===== config.mk =====
export PLATFORM = sky130hd
export DESIGN_NAME = pipe_stage_reg
export DESIGN_NICKNAME = d
export VERILOG_FILES = /design/src/rtl/pipe_pkg.sv /design/src/rtl/skid_entry.sv /design/src/rtl/pipe_stage_reg.sv
export SDC_FILE = /design/constraint.sdc
export NUM_CORES = 1
export LEC_CHECK = 0
export BUFFER_PORTS_ARGS = -buffer_cell sky130_fd_sc_hd__buf_2
export CAP_MARGIN = 20
export CORE_ASPECT_RATIO = 0.7
export CORE_MARGIN = 10
export CORE_UTILIZATION = 40
export DETAILED_ROUTE_END_ITERATION = 10
export GPL_ROUTABILITY_DRIVEN = 0
export HOLD_SLACK_MARGIN = 0.06
export MAX_ROUTING_LAYER = met4
export PLACE_DENSITY_LB_ADDON = 0.15
export SYNTH_ARGS = -nofsm -noshare
export SYNTH_HDL_FRONTEND = slang
export SYNTH_SLANG_ARGS = --single-unit

===== constraint.sdc =====
create_clock -name clk -period 3.1 [get_ports clk]
set_input_delay 0.62 -clock clk [delete_from_list [all_inputs] [get_ports clk]]
set_output_delay 0.62 -clock clk [all_outputs]
set_load 0.05 [all_outputs]

===== src/rtl/pipe_pkg.sv =====
// Shared definitions for the CPU inter-stage pipeline registers.
package pipe_pkg;

    localparam logic [31:0] PC_RESET_DEFAULT    = 32'h1bfffffc;
    localparam int          STALL_CNT_W_DEFAULT = 16;
    localparam int          PC_W                = 32;

    // Bundle carried across a stage boundary at the default payload width.
    typedef struct packed {
        logic [PC_W-1:0] pc;
        logic [31:0]     data;
    } stage_bundle_t;

endpackage


===== src/rtl/skid_entry.sv =====
// Single-entry holding register with valid; parks one bundle while the main
// stage register is blocked downstream.
module skid_entry
    import pipe_pkg::*;
#(
    parameter int DATA_W = 32
) (
    input  logic              clk,
    input  logic              rst,
    input  logic              flush,
    input  logic              load,
    input  logic              drain,
    input  logic [PC_W-1:0]   in_pc,
    input  logic [DATA_W-1:0] in_data,
    output logic              valid,
    output logic              valid_nxt,
    output logic [PC_W-1:0]   pc,
    output logic [DATA_W-1:0] data
);

    // A load in the same cycle as a drain refills the entry.
    always_comb begin
        valid_nxt = valid;
        if (flush)      valid_nxt = 1'b0;
        else if (load)  valid_nxt = 1'b1;
        else if (drain) valid_nxt = 1'b0;
    end

    always_ff @(posedge clk or posedge rst) begin
        if (rst) begin
            valid <= 1'b0;
            pc    <= '0;
            data  <= '0;
        end else begin
            valid <= valid_nxt;
            if (load && !flush) begin
                pc   <= in_pc;
                data <= in_data;
            end
        end
    end

endmodule


===== src/rtl/pipe_stage_reg.sv =====
// Inter-stage pipeline register with valid/allowin/ready_go handshake, flush,
// optional one-entry skid buffer and a saturating stall counter.
module pipe_stage_reg
    import pipe_pkg::*;
#(
    parameter int                 DATA_W     = 32,
    parameter logic [PC_W-1:0]    PC_RESET   = PC_RESET_DEFAULT,
    parameter logic [DATA_W-1:0]  DATA_RESET = '0,
    parameter bit                 SKID       = 1'b0,
    parameter int                 CNT_W      = STALL_CNT_W_DEFAULT
) (
    input  logic              clk,
    input  logic              rst,
    input  logic              flush,
    input  logic              in_valid,
    input  logic [PC_W-1:0]   in_pc,
    input  logic [DATA_W-1:0] in_data,
    output logic              out_allowin,
    input  logic              stage_ready_go,
    input  logic              next_allowin,
    output logic              out_valid,
    output logic              out_to_next_valid,
    output logic [PC_W-1:0]   out_pc,
    output logic [DATA_W-1:0] out_data,
    output logic [CNT_W-1:0]  stall_cnt
);

    logic              in_fire;
    logic              out_fire;
    logic              load_main;
    logic              from_skid;
    logic [PC_W-1:0]   skid_pc;
    logic [DATA_W-1:0] skid_data;

    assign in_fire           = in_valid && out_allowin;
    assign out_fire          = out_valid && stage_ready_go && next_allowin;
    assign out_to_next_valid = out_valid && stage_ready_go;

    generate
        if (SKID) begin : g_skid
            logic skid_valid;
            logic skid_valid_nxt;
            logic skid_load;
            logic allowin_q;

            // Incoming bundle parks in skid when main is held, or when main
            // is being refilled from skid this cycle.
            assign skid_load = !flush && in_fire && out_valid && (!out_fire || skid_valid);
            assign from_skid = out_fire && skid_valid;

            skid_entry #(.DATA_W(DATA_W)) u_skid (
                .clk       (clk),
                .rst       (rst),
                .flush     (flush),
                .load      (skid_load),
                .drain     (from_skid),
                .in_pc     (in_pc),
                .in_data   (in_data),
                .valid     (skid_valid),
                .valid_nxt (skid_valid_nxt),
                .pc        (skid_pc),
                .data      (skid_data)
            );

            // Registered copy of "skid will be empty" keeps allowin off the
            // downstream combinational path.
            always_ff @(posedge clk or posedge rst) begin
                if (rst) allowin_q <= 1'b1;
                else     allowin_q <= !skid_valid_nxt;
            end

            assign out_allowin = allowin_q;
        end else begin : g_plain
            assign from_skid   = 1'b0;
            assign skid_pc     = '0;
            assign skid_data   = '0;
            assign out_allowin = !out_valid || (stage_ready_go && next_allowin);
        end
    endgenerate

    assign load_main = !flush && (from_skid || (in_fire && (!out_valid || out_fire)));

    always_ff @(posedge clk or posedge rst) begin
        if (rst) begin
            out_valid <= 1'b0;
            out_pc    <= PC_RESET;
            out_data  <= DATA_RESET;
        end else if (flush) begin
            out_valid <= 1'b0;
        end else if (load_main) begin
            out_valid <= 1'b1;
            out_pc    <= from_skid ? skid_pc   : in_pc;
            out_data  <= from_skid ? skid_data : in_data;
        end else if (out_fire) begin
            out_valid <= 1'b0;
        end
    end

    always_ff @(posedge clk or posedge rst) begin
        if (rst)
            stall_cnt <= '0;
        else if (out_valid && !out_fire && !flush && stall_cnt != {CNT_W{1'b1}})
            stall_cnt <= stall_cnt + 1'b1;
    end

    // An unknown upstream valid must be caught, never read as a bundle.
    a_in_valid_known: assert property (@(posedge clk) disable iff (rst) !$isunknown(in_valid));

endmodule


==> results.toml <==
[global_route]
grt_overflow = 0
grt_usage_pct = 14.04
grt_pass1_wl_mm = 12.94
grt_pass1_vias = 2439
antenna_found_initial = 0
grt_max_degree = 43

[route]
avgViaCountPerCell = 4.808
drc = 0
drt_iter0_drc = 128
dr_total_vias = 2308
ant_nets = 0
wl_mm = 8.332
first_pass_iters = 4
detail_route.wl_per_cell_um = 17.36

[floorplanning]
die_h_um = 96.32
num_rows = 27
die_w_um = 129.0
start_util_pct = 41.75
dieArea_um2 = 12430
core_um2 = 7973
ios = 153

[final_layout]
n_antenna_cell = 0
multi_input_comb_area_um2 = 1179
n_fill_cell = 686
drive_above_1_share_pct = 70.98
num-nets-final = 445
syn_to_final_growth_pct = 35.26
seq_area_um2 = 2059
final_cells = 480

[logic_synthesis]
synth-compound-area-share_pct = 1.466
yosys.area.top_type = "dfrtp_1"
synth_top_family_by_area = "multiplexers"
synth-edff-count = 0
synthAdderAreaFrac_pct = 0.3759
synth_area_per_cell_um2 = 15.48
synthCells = 215
synth.most_common_cell = "mux2_2"
synth-seq-cells = 81
synth.yosys.seq_area_share_pct = 61.88
synth_cell_type_count = 34
yosysWarningCount = 0
synthTopCellsByArea = "dfrtp_1 41%, mux2_2 22%, dfstp_2 21%, buf_6 2.4%, xnor2_1 2.1%"
synth_xor_xnor_area_share_pct = 3.158
yosys-top-cells-count = "65 x mux2_2, 55 x dfrtp_1, 26 x dfstp_2"
dominantRegCellSynth = "dfrtp_1"
synth_mux_area_share_pct = 22.33
yosysTopAreaCellShare_pct = 41.35
synth_area_um2 = 3328
synthesis.nets = 286
synth-simple-area-share_pct = 7.932
async_reset_ff_share_pct = 100.0

[timing]
min_period_ps = 1986
final-hold-violation-count = 0
max_freq_mhz = 503.5
min_period_over_period_pct = 64.07
grt_setup_unrepaired = "false"
fin_worst_skew_ps = 3.544
finalSetupViolations = 0
maxSlewHeadroom_pct = 55.37
tightest_slew_ps = 663.3
slew_violations = 0
setup_tns_ps = 0

[worst_setup_path]
worstPathArrival_ps = 1370
cp_top_family = "flip-flops"
critPathMaxStageDelay_ps = 400
critical_path_required_ps = 2480
cp_num_buf_inv = 1
path_class = "reg2out"
critPathLaunchType = "flop"
slowest_stage = "dfrtp_1"
path_cells = "a21bo_1 > buf_2"
rr_worst_depth = 4
cp-end-kind = "primary output"
cp_max_fo = 8
regToRegEndpoint = "out_pc[29]$_DFFE_PP0P_"
r2r_slack_ps = 1120
timing.rr.start = "out_valid$_DFFE_PP0P_"

[clock_tree]
postCtsSetupRepairBufs = 0
clockBufferDepth = 2
cts_tree = "built"
ctsResizeCount = 0
cts-hold-fix-buffers = 0
htree_levels = 3
clk_pin_slew_ps = 60
clockRootBuffer = "clkbuf_16"
cts-buffers-inserted = 9
clock_sinks = 81
clk_latency_ps = 330

[power_and_ir_drop]
p_leak_nw = 2.170
p_per_area_nw_per_um2 = 837.8
vdd_drop_max_v = 0.0005184

[run]
cap_violations = 0

[hold_path]
hp-class = "in2async"

[outcome]
status = "complete, no violations"

[place]
dpl.hpwl_mm = 6.527
port_buffers = 152
dpl.cell_count = 464
[cell families (layout without fill, tap and decap cells)]
kind of cell / after synthesis / count (layout)
flops: 81 / 81
compound gates: 7 / 7
simple gates: 37 / 37
fa+ha+maj: 1 / 1
mux: 66 / 66
xor+xnor: 12 / 12
buf+inv: 11 / 175
[layout make-up]
class                           instances  share of cell area (%)
Clock buffer                           11                   5.392
Clock inverter                          5                   1.751
Inverter                                3                  0.2779
Multi-Input combinational cell        123                   26.18
Sequential cell                        81                   45.75
Tap cell                              101                   2.807
Timing Repair Buffer                  156                   17.84
[where the power goes]
part           internal [mW]  switching [mW]
clock                  0.724           0.397
sequential              1.29           0.125
combinational          0.324           0.910
total                   2.34            1.43
[flip-flops by register name, summed over array words and instances (netlist names)]
signal / flops
out_pc: 32
out_data: 32
out_valid: 1
stall_cnt: 16
[per-stage QoR]
| stage | cell area (µm²) | utilization [%] | hold slack, ps | total power, mW | worst slack (ps) |
|---|---|---|---|---|---|
| final | 4502 | 56.47 | 325.4 | 3.771 | 1114 |
| after global placement | 4180 | 52.43 | 484.2 | 2.664 | 932.1 |
| after detailed placement | 4180 | 52.43 | 490.5 | 2.683 | 844.6 |
| after CTS | 4502 | 56.47 | 335.5 | 3.823 | 1079 |
| after global routing | 4502 | 56.47 | 369.1 | 3.940 | 986.3 |
| after floorplan | 3328 | - | 683.1 | 2.365 | 442.9 |
[how the worst max path moves through the flow]
stage / from / to / slack [ps] / cells after the start
2_1_floorplan: rst / out_data[0]$_DFFE_PP0P_ / 440 / 1
3_3_place_gp: stage_ready_go / out_pc[0]$_DFFE_PP0P_ / 930 / 5
3_5_place_dp: stage_ready_go / out_data[9]$_DFFE_PP0P_ / 840 / 5
4_1_cts: out_valid$_DFFE_PP0P_ / out_allowin / 1080 / 2
5_1_grt: out_valid$_DFFE_PP0P_ / out_pc[29]$_DFFE_PP0P_ / 990 / 4
6_report: out_valid$_DFFE_PP0P_ / out_allowin / 1110 / 2
[metal layers]
metal / share of wire (%) / GRT usage (%) / up-vias
li1: - / - / 1098
met1: 45 / 16.52 / 1097
met2: 45 / 20.85 / 107
met3: 9.4 / 6.425 / 6
met4: 0.94 / 5.094 / 0
met5: 0 / - / -
[layout by cell type, fill, tap and decap left out, types with 2 or more instances in the layout]
cell,n
nand3_1,5
bufinv_16,2
nand2_1,4
nand2b_1,2
nand4_1,5
xnor2_1,8
nor2_1,3
xor2_1,4
buf_2,152
nor3_1,4
clkbuf_16,9
dfrtp_1,55
clkinvlp_4,2
a21oi_1,2
dfstp_2,26
buf_4,3
nor3b_1,2
inv_1,2
mux2_2,65
Power figures use the tool's default switching activity.
